**src/rtl/shift_sequencer.sv**
```systemverilog
// Multi-cycle barrel-shift sequencer driving a one-position shifter.
// Define SHIFT_SEQ_ROTATE_EN to add the rot input (rotate-through-self).
module shifter (
    input  logic [7:0] A,
    input  logic       LR,
    input  logic       SI,
    output logic [7:0] Y,
    output logic       C
);
    always_comb begin
        if (LR) begin
            Y = {SI, A[7:1]};
            C = A[0];
        end else begin
            Y = {A[6:0], SI};
            C = A[7];
        end
    end
endmodule

module shift_sequencer #(
    parameter int CNT_W = 4
) (
    input  logic             clk,
    input  logic             rst_n,
    input  logic             start,
    input  logic [7:0]       a,
    input  logic [CNT_W-1:0] count,
    input  logic             LA,
    input  logic             LR,
`ifdef SHIFT_SEQ_ROTATE_EN
    input  logic             rot,
`endif
    output logic [7:0]       y,
    output logic             C,
    output logic             N,
    output logic             V,
    output logic             Z,
    output logic             busy,
    output logic             done
);
    localparam logic [1:0] IDLE  = 2'd0;
    localparam logic [1:0] SHIFT = 2'd1;
    localparam logic [1:0] DONE  = 2'd2;

    logic [1:0]       state_q, state_d;
    logic [7:0]       y_q, y_d;
    logic             c_q, c_d;
    logic             v_q, v_d;
    logic [CNT_W-1:0] rem_q, rem_d;
    logic             la_q, la_d;
    logic             lr_q, lr_d;
    logic             sign_q, sign_d;
    logic             rot_mode;
    logic             sh_si;
    logic [7:0]       sh_y;
    logic             sh_c;

`ifdef SHIFT_SEQ_ROTATE_EN
    logic rot_q;

    always_ff @(posedge clk or negedge rst_n) begin
        if (!rst_n) begin
            rot_q <= 1'b0;
        end else if (state_q == IDLE && start) begin
            rot_q <= rot;
        end
    end

    assign rot_mode = rot_q;
`else
    assign rot_mode = 1'b0;
`endif

    // Arithmetic left fills with the operand's original sign bit.
    always_comb begin
        if (rot_mode) begin
            sh_si = lr_q ? y_q[0] : y_q[7];
        end else if (la_q) begin
            sh_si = lr_q ? y_q[7] : sign_q;
        end else begin
            sh_si = 1'b0;
        end
    end

    shifter u_shifter (
        .A  (y_q),
        .LR (lr_q),
        .SI (sh_si),
        .Y  (sh_y),
        .C  (sh_c)
    );

    always_comb begin
        state_d = state_q;
        y_d     = y_q;
        c_d     = c_q;
        v_d     = v_q;
        rem_d   = rem_q;
        la_d    = la_q;
        lr_d    = lr_q;
        sign_d  = sign_q;
        unique case (state_q)
            IDLE: begin
                if (start) begin
                    y_d     = a;
                    rem_d   = count;
                    la_d    = LA;
                    lr_d    = LR;
                    sign_d  = a[7];
                    c_d     = 1'b0;
                    v_d     = 1'b0;
                    state_d = (count != '0) ? SHIFT : DONE;
                end
            end
            SHIFT: begin
                y_d   = sh_y;
                c_d   = sh_c;
                v_d   = v_q | (la_q & ~lr_q & ~rot_mode & (y_q[7] ^ y_q[6]));
                rem_d = rem_q - CNT_W'(1);
                if (rem_q == CNT_W'(1)) begin
                    state_d = DONE;
                end
            end
            DONE: begin
                state_d = IDLE;
            end
            default: begin
                state_d = IDLE;
            end
        endcase
    end

    always_ff @(posedge clk or negedge rst_n) begin
        if (!rst_n) begin
            state_q <= IDLE;
            y_q     <= 8'h00;
            c_q     <= 1'b0;
            v_q     <= 1'b0;
            rem_q   <= '0;
            la_q    <= 1'b0;
            lr_q    <= 1'b0;
            sign_q  <= 1'b0;
        end else begin
            state_q <= state_d;
            y_q     <= y_d;
            c_q     <= c_d;
            v_q     <= v_d;
            rem_q   <= rem_d;
            la_q    <= la_d;
            lr_q    <= lr_d;
            sign_q  <= sign_d;
        end
    end

    assign y    = y_q;
    assign C    = c_q;
    assign V    = v_q;
    assign N    = y_q[7];
    assign Z    = (y_q == 8'h00);
    assign busy = (state_q != IDLE);
    assign done = (state_q == DONE);
endmodule
```
**config.mk**
```make
export PLATFORM = sky130hd
export DESIGN_NAME = shift_sequencer
export DESIGN_NICKNAME = d
export VERILOG_FILES = /design/src/rtl/shift_sequencer.sv
export SDC_FILE = /design/constraint.sdc
export NUM_CORES = 1
export LEC_CHECK = 0
export BUFFER_PORTS_ARGS = -buffer_cell sky130_fd_sc_hd__buf_2
export CAP_MARGIN = 25
export CORE_MARGIN = 1.5
export CORE_UTILIZATION = 51
export DETAILED_ROUTE_END_ITERATION = 8
export GPL_TIMING_DRIVEN = 0
export HOLD_SLACK_MARGIN = 0.02
export PLACE_DENSITY = 0.78
export SLEW_MARGIN = 0
export SYNTH_ARGS = -nofsm -noshare
export SYNTH_HDL_FRONTEND = slang
export SYNTH_SLANG_ARGS = --single-unit
```
**constraint.sdc**
```tcl
create_clock -name clk -period 1.4 [get_ports clk]
set_input_delay 0.14 -clock clk [delete_from_list [all_inputs] [get_ports clk]]
set_output_delay 0.14 -clock clk [all_outputs]
set_load 0.02 [all_outputs]
```
==> results of run 1 <==
## registers in the layout (all words and copies together), names as in the netlist
name     cells
sign_q       1
rem_q        4
la_q         1
C            1
y            8
V            1
lr_q         1
state_q      2
## where the power goes
part | switching, mW | total [mW] | internal (mW) | leakage, nW
registers | 0.284 | 1.10 | 0.819 | 0.218
logic | 1.19 | 2.31 | 1.11 | 0.490
clock network | 0.176 | 0.286 | 0.111 | 0.0150
total | 1.65 | 3.70 | 2.04 | 0.722
## synth_stat cells (all sizes together), types with 2 or more instances
| cell type | instances | share of area (%) |
|---|---|---|
| a21oi | 3 | 1.3 |
| a221oi | 7 | 5.5 |
| and2 | 2 | 1.1 |
| and2b | 2 | 1.3 |
| and3 | 2 | 1.1 |
| buf | 5 | 3.5 |
| clkbuf | 3 | 1.0 |
| dfrtp | 19 | 42 |
| ha | 3 | 3.3 |
| inv | 6 | 2.0 |
| mux2 | 2 | 2.0 |
| mux2i | 6 | 5.3 |
| nand2 | 3 | 1.0 |
| nand2b | 3 | 1.7 |
| nand3 | 2 | 0.89 |
| nor2 | 3 | 1.0 |
| nor2b | 5 | 2.8 |
| nor3 | 3 | 1.3 |
| nor3b | 2 | 2.3 |
| nor4 | 2 | 1.1 |
| o21ai | 3 | 1.3 |
| o22ai | 10 | 5.6 |
## final timing paths
path | end | slack (ns) | cells past startpoint
worst min-delay path | rem_q[2] | 0.06 | 3
worst max-delay path | Z | -0.02 | 3
worst min register to register | C | 0.56 | 2
max in group asynchronous | state_q[1] | 0.76 | 2
worst max register to register | rem_q[3] | 0.02 | 4
min in group asynchronous | rem_q[3] | 0.31 | 2
## worst reg2reg max path: cells and delay by family (launching register included)
| kind | cells | cell delay, ns |
|---|---|---|
| buffers and inverters | 1 | 0.16 |
| DFF | 1 | 0.40 |
| AOI/OAI and AO/OA | 1 | 0.10 |
| and+or+nand+nor | 2 | 0.63 |
## routing by layer
layer / wire [um] / GRT usage (%) / share of wire, % / up-vias
met5: 0 / 0 / 0 / -
met4: 48 / 5.56 / 1.4 / 0
li1: - / - / - / 511
met3: 264 / 3.94 / 7.9 / 6
met1: 1420 / 35.9 / 42 / 526
met2: 1620 / 44.2 / 48 / 74
## final cells by class
class | instances | area (sq um)
plain buffers | 6 | 53.8
clock buffers | 4 | 26.3
fillers | 124 | 419
inverters | 7 | 30.0
multi-input cells | 78 | 689
flip-flops and latches | 19 | 477
well taps | 27 | 33.8
repair buffers | 43 | 293
## per-stage QoR
step	std cells	total power, mW
finish	184	3.70
global route	184	3.90
CTS	182	3.31
detailed placement	169	2.75
global placement	169	2.68
floorplan	112	2.26
## cells by family after synthesis
family | after synthesis
adder cells (fa/ha/maj) | 3
buffers and inverters | 15
AO/OA/AOI/OAI | 32
AND/OR/NAND/NOR | 34
multiplexers | 8
flip-flops | 19
XOR/XNOR | 1
## what timing repair did
action                                 4_1_cts  5_1_grt
hold buffers                                 1        0
resized for setup                           17       23
setup buffers                                8        3
setup endpoints to repair                    5       19
pin swaps                                    3        5
cloned                                       0        1
endpoints found under the hold margin       19        0
==> impl_metrics.py, run 1 <==
metrics = {
    "worst_setup_path": {
        "critPathBufInv": 1,
        "cp-startpoint": "y[3]",
        "timing.critical_path.from_type": "flip-flop",
        "worstPathMaxFanout": 2,
        "critical-path-slowest-cell": "dfrtp_1",
        "critical_path_arrival_ns": 1.28,
        "critPathCaptureType": "output pin",
        "timing.critical_path.cells": "nor4_2, and3_1, buf_6",
        "timing.setup.critical_path_class": "reg -> out",
        "startpoint_of_the_worst_register_to_register_path": "state_q[0]",
        "worstPathRequired_ns": 1.26,
        "critPathTopFamily": "simple AND/OR/NAND/NOR gates",
        "slowest_delay_ns": 0.41,
    },
    "cts": {
        "clock_latency_late_sink_ns": 0.29,
        "clockBufferDepth": 2,
        "cts-root-buf": "clkbuf_4",
        "clock_h_tree_levels": 1,
        "clock_buffer_count_from_cts": 3,
        "clock_sink_count": 19,
        "cts_tree": "yes",
        "cts.clk_slew.worst_paths_ns": 0.11,
    },
    "sta": {
        "postLayoutSetupSlackWorst_ns": -0.0221,
        "clock.fmax_mhz": 703,
        "finalSetupViolations": 1,
        "timing.final.crit_share_pct": 102,
        "worst-slew-pin-transition_ns": 0.606,
        "finalClockSkew_ns": 0.000884,
        "fin_hold_ws_ns": 0.0551,
        "finalWorstPathRequiredPeriod_ns": 1.42,
        "final-max-slew-violation-count": 0,
        "setup_total_negative_slack_ns": -0.0221,
        "max_slew_margin_pct": 59.6,
        "rsz0062_at_grt": "yes",
        "report.final.hold_viol_count": 0,
    },
    "logic_synthesis": {
        "synthAdderAreaFrac_pct": 3.34,
        "syn-mean-instance-area_sq_um": 10.0,
        "synth_xor_xnor_area_share_pct": 0.780,
        "synth_compound_area_share_pct": 20.2,
        "yosys-mux-area-fraction_pct": 7.35,
        "ys.warnings.count": 0,
        "postSynthCellCount": 112,
        "synth_top_family_by_area": "compound AO/OA/AOI/OAI gates",
        "synth_edf_count": 0,
        "synth-seq-cells": 19,
        "synth_simple_gate_area_share_pct": 19.3,
        "ys.flop_type": "dfrtp_1",
        "netlist_area_before_placement_sq_um": 1120,
        "async_flop_share_pct": 100,
        "share_of_synthesized_area_occupied_by_flip_flops_and_latches_pct": 42.3,
        "mappedNetlistNets": 132,
        "synth_cell_types": 41,
    },
    "min_path": {
        "hold_start": "count[2]",
        "hold_path_class": "in -> reg",
    },
    "global_route": {
        "grt_max_degree": 20,
        "groute.usage.overall_pct": 26.3,
        "globalRouteOverflowTotal": 0,
        "grt_first_pass_wirelength_um": 5030,
        "grt_antenna_before_repair": 0,
        "via_count_of_the_first_global_routing_pass": 1056,
    },
    "finish": {
        "final_cell_area_sq_um": 1600,
        "antenna_cells_inserted": 0,
        "post_route_cells_drive_above_1_share_pct": 46.5,
        "finish.net_count": 178,
        "area_delta_synth_final_pct": 42.7,
        "leading_cell_types_in_the_layout_fill_and_taps_excluded": "buf_2 (28), dfrtp_1 (18), buf_4 (9)",
        "post_layout_util_pct": 79.3,
        "layout.cells.most_common": "buf_2",
    },
    "placed_design": {
        "gp_congestion": 0.809,
        "dp_hpwl_um": 1900,
        "dpl-instance-area_sq_um": 1310,
        "place.port_buffers": 30,
        "post-place-ws_ns": 0.0135,
    },
    "flow_run": {
        "drv.max_cap_violation_count": 0,
    },
    "floorplanning": {
        "area_of_the_placeable_core_sq_um": 2020,
        "floorplan.rows": 16,
        "fp.dieArea_sq_um": 2490,
        "floorplan.die.height_um": 49.9,
        "initial_utilization_pct": 55.6,
        "fp.dieW_um": 49.9,
        "boundaryPins": 31,
    },
    "pwr": {
        "power.ir.vdd_worst_mv": 1.41,
        "leakagePower_nw": 0.722,
        "power_density_cells_nw_per_um2": 2310,
    },
    "routing": {
        "drt-vias-per-instance": 6.07,
        "drt_pass1_iterations": 4,
        "detailedRoute.firstIterationViolations": 50,
        "route.detailed.drc": 0,
        "wire_per_inst_um": 18.2,
        "vias": 1117,
        "drtAntennaViolNets": 0,
        "routed_wl_um": 3350,
    },
    "outcome": {
        "status": "finished with violations",
        "violated_checks": "negative setup slack",
    },
}
Power figures use the tool's default switching activity.
==> run 2, diff against run 1 <==
- ABC_AREA: unset -> 1
- PLACE_DENSITY: 0.78 -> 0.81
==> impl_metrics.py, run 2 <==
metrics = {
    "finish": {
        "post_layout_util_pct": 70.2,
        "multi_input_comb_area_sq_um": 571,
        "area_delta_synth_final_pct": 24.9,
        "largest_reg_flops": 8,
        "post_route_cells_drive_above_1_share_pct": 30.2,
        "fin_cells": 229,
        "antenna_cells_inserted": 0,
        "leading_cell_types_in_the_layout_fill_and_taps_excluded": "nand2_1 (66), buf_2 (31), dfrtp_1 (19)",
        "fill_cells": 171,
        "layout.cells.most_common": "nand2_1",
        "area.sequential_sq_um": 475,
        "final_cell_area_sq_um": 1430,
        "finish.net_count": 223,
    },
    "worst_setup_path": {
        "critPathBufInv": 2,
        "cp-startpoint": "y[6]",
        "critical_path_arrival_ns": 1.25,
        "critPathTopFamily": "flip-flops",
        "critPathCaptureType": "output pin",
        "timing.reg2reg.worst_path_depth": 8,
        "worstPathRequired_ns": 1.26,
        "critical_r2r_capture": "y[7]",
        "timing.setup.critical_path_class": "reg -> out",
        "reg2reg_slack_ns": 0.10,
        "timing.critical_path.cells": "inv_2, ha_4, nand4_1, nor2_1, buf_4",
        "worstPathMaxFanout": 3,
        "slowest_delay_ns": 0.42,
        "destination_of_the_critical_timing_path": "Z",
        "timing.critical_path.from_type": "flip-flop",
        "startpoint_of_the_worst_register_to_register_path": "y[6]",
        "cp.depth": 5,
        "critical-path-slowest-cell": "dfrtp_1",
    },
    "logic_synthesis": {
        "synth_top_cells_by_area": "dfrtp_1 (41%), nand2_1 (22%), nand3_1 (6.5%)",
        "synth_edf_count": 0,
        "async_flop_share_pct": 100,
        "ys.flop_type": "dfrtp_1",
        "syn-mean-instance-area_sq_um": 7.13,
        "share_of_synthesized_area_occupied_by_flip_flops_and_latches_pct": 41.4,
        "postSynthCellCount": 161,
        "ys.warnings.count": 0,
        "synth_cell_types": 21,
        "mappedNetlistNets": 181,
        "netlist_area_before_placement_sq_um": 1150,
        "synthMostInstantiatedCell": "nand2_1",
        "yosysTopAreaCellShare_pct": 41.4,
        "synth_top_cell_by_area": "dfrtp_1",
        "synth_top_cells_by_count": "nand2_1 (68), dfrtp_1 (19), nand3_1 (15)",
        "synth-seq-cells": 19,
    },
    "sta": {
        "finalClockSkew_ns": 0.00227,
        "worst-slew-pin-transition_ns": 0.442,
        "fin_hold_ws_ns": 0.0447,
        "timing.final.crit_share_pct": 99.1,
        "max_slew_margin_pct": 70.6,
        "setup_total_negative_slack_ns": 0,
        "clock.fmax_mhz": 721,
        "report.final.hold_viol_count": 0,
        "finalSetupViolations": 0,
        "rsz0062_at_grt": "yes",
        "postLayoutSetupSlackWorst_ns": 0.0123,
        "finalWorstPathRequiredPeriod_ns": 1.39,
        "final-max-slew-violation-count": 0,
    },
    "routing": {
        "vias": 1181,
        "drt_pass1_iterations": 7,
        "routed_wl_um": 2630,
        "drtAntennaViolNets": 0,
        "route.detailed.drc": 1,
        "drt-vias-per-instance": 5.16,
        "wire_per_inst_um": 11.5,
        "detailedRoute.firstIterationViolations": 28,
    },
    "pwr": {
        "leakagePower_nw": 0.803,
        "power_frac_seq_pct": 28.0,
        "power_density_cells_nw_per_um2": 2610,
        "switchingPower_mw": 1.86,
        "power.ir.vdd_worst_mv": 1.45,
        "relative_contribution_of_the_clock_network_to_total_power_pct": 7.9,
        "p_comb_share_pct": 64.0,
        "total_power_mw": 3.74,
        "switching_share_pct": 49.6,
        "p_int_mw": 1.89,
    },
    "cts": {
        "cts.clk_slew.worst_paths_ns": 0.11,
        "cts_tree": "yes",
        "clock_latency_late_sink_ns": 0.30,
        "clock_sink_count": 19,
        "clockBufferDepth": 2,
        "clock_buffer_count_from_cts": 3,
        "clock_h_tree_levels": 1,
        "cts-root-buf": "clkbuf_4",
    },
    "floorplanning": {
        "fp.dieArea_sq_um": 2540,
        "boundaryPins": 31,
        "initial_utilization_pct": 56.2,
        "fp.dieW_um": 50.4,
        "floorplan.die.height_um": 50.4,
        "area_of_the_placeable_core_sq_um": 2040,
        "floorplan.rows": 16,
    },
    "flow_run": {
        "drv.max_cap_violation_count": 0,
    },
    "placed_design": {
        "dp_hpwl_um": 1840,
        "post-place-ws_ns": 0.182,
        "placed_cells": 218,
        "gp_congestion": 0.821,
        "dpl-instance-area_sq_um": 1330,
        "place.port_buffers": 30,
    },
    "outcome": {
        "status": "finished with violations",
        "violated_checks": "design-rule violations",
    },
    "global_route": {
        "grt_max_degree": 20,
        "globalRouteOverflowTotal": 0,
        "grt_antenna_before_repair": 0,
        "grt_first_pass_wirelength_um": 4660,
        "groute.usage.overall_pct": 23.7,
        "via_count_of_the_first_global_routing_pass": 1141,
    },
    "min_path": {
        "worstHoldPathCells": 3,
        "hold_path_class": "in -> reg",
    },
}
-- run 2: layer usage --
| layer | wire length [um] | part of all wire (%) | up-vias | global-route usage [%] |
|---|---|---|---|---|
| li1 | - | - | 589 | - |
| met1 | 1140 | 43 | 547 | 29.1 |
| met2 | 1290 | 49 | 43 | 42.1 |
| met3 | 180 | 6.8 | 2 | 2.98 |
| met4 | 22 | 0.84 | 0 | 9.01 |
| met5 | 0 | 0 | - | 0 |
-- run 2: repair_timing --
| item | CTS | global route |
|---|---|---|
| gates resized for setup | 5 | 2 |
| setup buffers | 6 | 1 |
| hold buffers | 1 | 0 |
| hold endpoints to repair | 19 | 0 |
| pin swaps | 3 | 5 |
| setup endpoints to repair | 1 | 3 |
-- run 2: worst reg2reg max path: stages, from the launching register on --
cell and delay, ns:
dfrtp_1 0.40, inv_2 0.06, buf_4 0.13, buf_4 0.12, buf_4 0.12, buf_4 0.13, o22ai_1 0.15, nand2_1 0.08
nand3_1 0.07
-- run 2: how the worst min path moves through the flow --
stage                     startpoint  endpoint
final                             LR      lr_q
after global routing              LR      lr_q
after CTS                         LR      lr_q
after detailed placement       rst_n         C
after global placement         rst_n         C
after floorplan                rst_n         C
-- run 2: layout make-up --
| cell class | count | share of cell area [%] |
|---|---|---|
| tap | 27 | 2.36 |
| sequential | 19 | 33.2 |
| timing repair buffer | 37 | 14.5 |
| clock buffer | 4 | 1.83 |
| buffer | 6 | 3.58 |
| inverter | 18 | 4.72 |
| multi-input combinational | 118 | 39.8 |
-- run 2: cell families after synthesis --
group / share of synthesized area [%]
AOI/OAI and AO/OA: 8.07
adders and majority gates: 3.27
buffers and inverters: 10.4
DFF: 41.4
and+or+nand+nor: 36.9
-- run 2: power groups by stage --
stage	registers [mW]	logic [mW]	clock network [mW]
after floorplan	1.20	1.50	0
after global placement	1.05	2.13	0
after detailed placement	1.07	2.19	0
after CTS	1.05	2.37	0.294
after global routing	1.09	2.69	0.315
final	1.05	2.40	0.297
==> run 3, diff against run 2 <==
- ABC_CLOCK_PERIOD_IN_PS: unset -> 1400
- BUFFER_PORTS_ARGS: -buffer_cell sky130_fd_sc_hd__buf_2 -> -buffer_cell sky130_fd_sc_hd__buf_4
==> impl_metrics.py, run 3 (synthesis gave the netlist of run 2 again) <==
metrics = {
    "routing": {
        "routed_wl_um": 2890,
        "detailedRoute.firstIterationViolations": 28,
        "drtAntennaViolNets": 0,
        "vias": 1175,
        "drt-vias-per-instance": 5.18,
        "wire_per_inst_um": 12.7,
        "drt_pass1_iterations": 4,
        "route.detailed.drc": 0,
    },
    "placed_design": {
        "place.port_buffers": 30,
        "dpl-instance-area_sq_um": 1410,
        "gp_congestion": 0.844,
        "post-place-ws_ns": 0.181,
        "dp_hpwl_um": 1930,
    },
    "pwr": {
        "power_density_cells_nw_per_um2": 2590,
        "relative_contribution_of_the_clock_network_to_total_power_pct": 7.6,
        "leakagePower_nw": 0.814,
        "switching_share_pct": 49.2,
        "switchingPower_mw": 1.89,
        "power.ir.vdd_worst_mv": 1.61,
        "p_int_mw": 1.95,
        "total_power_mw": 3.85,
        "power_frac_seq_pct": 27.9,
        "p_comb_share_pct": 64.5,
    },
    "worst_setup_path": {
        "critPathTopFamily": "flip-flops",
        "worstPathRequired_ns": 1.26,
        "timing.critical_path.from_type": "flip-flop",
        "slowest_delay_ns": 0.43,
        "worstPathMaxFanout": 2,
        "timing.setup.critical_path_class": "reg -> out",
        "critPathBufInv": 2,
        "reg2reg_slack_ns": 0.17,
        "critical-path-slowest-cell": "dfrtp_1",
        "critPathCaptureType": "output pin",
        "timing.critical_path.cells": "inv_2, ha_4, nand4_1, nor2_1, buf_4",
        "critical_path_arrival_ns": 1.32,
    },
    "global_route": {
        "grt_max_degree": 20,
        "grt_first_pass_wirelength_um": 4680,
        "globalRouteOverflowTotal": 0,
        "groute.usage.overall_pct": 24.3,
        "grt_antenna_before_repair": 0,
        "via_count_of_the_first_global_routing_pass": 1100,
    },
    "outcome": {
        "violated_checks": "negative setup slack",
        "status": "finished with violations",
    },
    "cts": {
        "clockBufferDepth": 2,
        "cts_tree": "yes",
        "clock_sink_count": 19,
        "clock_h_tree_levels": 1,
        "clock_buffer_count_from_cts": 3,
        "clock_latency_late_sink_ns": 0.31,
        "cts.clk_slew.worst_paths_ns": 0.12,
        "cts-root-buf": "clkbuf_4",
    },
    "finish": {
        "antenna_cells_inserted": 0,
        "largest_reg_flops": 8,
        "layout.cells.most_common": "nand2_1",
        "final_cell_area_sq_um": 1490,
        "area_delta_synth_final_pct": 29.6,
        "leading_cell_types_in_the_layout_fill_and_taps_excluded": "nand2_1 (68), buf_4 (36), dfrtp_1 (18)",
        "finish.net_count": 221,
        "post_layout_util_pct": 72.8,
        "post_route_cells_drive_above_1_share_pct": 29.0,
    },
    "floorplanning": {
        "fp.dieArea_sq_um": 2540,
        "floorplan.rows": 16,
        "fp.dieW_um": 50.4,
        "boundaryPins": 31,
        "floorplan.die.height_um": 50.4,
        "initial_utilization_pct": 56.2,
        "area_of_the_placeable_core_sq_um": 2040,
    },
    "sta": {
        "finalClockSkew_ns": 0.00584,
        "clock.fmax_mhz": 684,
        "timing.final.crit_share_pct": 104,
        "report.final.hold_viol_count": 0,
        "finalWorstPathRequiredPeriod_ns": 1.46,
        "rsz0062_at_grt": "yes",
        "worst-slew-pin-transition_ns": 0.255,
        "final-max-slew-violation-count": 0,
        "max_slew_margin_pct": 83.0,
        "postLayoutSetupSlackWorst_ns": -0.0630,
        "setup_total_negative_slack_ns": -0.0630,
        "finalSetupViolations": 1,
    },
    "flow_run": {
        "drv.max_cap_violation_count": 0,
    },
    "min_path": {
        "hold_path_class": "in -> reg",
    },
}
[run 3: path summary, 6_finish.rpt]
path / startpoint / to / cells after the start
max in group asynchronous: rst_n / y[7] / 2
hold reg to reg: sign_q / sign_q / 2
hold / removal: LA / la_q / 3
setup reg to reg: rem_q[0] / rem_q[2] / 5
setup / recovery: y[6] / Z / 5
min in group asynchronous: rst_n / lr_q / 2
[run 3: worst reg2reg max path: stages (launching register included)]
cell and delay, ns:
dfrtp_1 0.39, inv_1 0.10, ha_1 0.22, or2_2 0.29, nand3_1 0.07, nand3_1 0.07
[run 3: power by group through the flow]
stage                     Combinational [mW]  Clock, mW  Sequential [mW]
after detailed placement                2.31          0             1.07
after CTS                               2.43      0.296             1.05
final                                   2.48      0.293             1.07
after floorplan                         1.50          0             1.20
after global routing                    2.79      0.317             1.10
after global placement                  2.25          0             1.06
[run 3: through the flow]
| step | instances | hold WS (ns) |
|---|---|---|
| after global routing | 227 | 0.0441 |
| final | 227 | 0.0352 |
| after CTS | 226 | 0.0413 |
| after global placement | 218 | 0.0298 |
| after detailed placement | 218 | 0.0325 |
| after floorplan | 161 | -0.156 |
[run 3: metal layers]
layer / GRT usage, % / vias to the layer above / routed length, um
met5: 0 / - / 0
met4: 7.66 / 0 / 34
met3: 4.46 / 6 / 168
met2: 41.9 / 39 / 1420
met1: 30.6 / 543 / 1260
li1: - / 587 / -
[run 3: timing repair]
action | in CTS | in global routing
endpoints found under the setup margin | 1 | 1
pin swaps | 3 | 1
hold endpoints to repair | 19 | 0
hold buffers | 1 | 0
gates resized for setup | 5 | 0
buffers inserted | 3 | 1
[run 3: layout make-up]
type | instances | area (sq um)
flip-flops and latches | 19 | 477
plain buffers | 6 | 51.3
multi-input cells | 118 | 566
inverters | 18 | 67.6
fillers | 176 | 556
well taps | 27 | 33.8
clock buffers | 4 | 26.3
repair buffers | 35 | 265
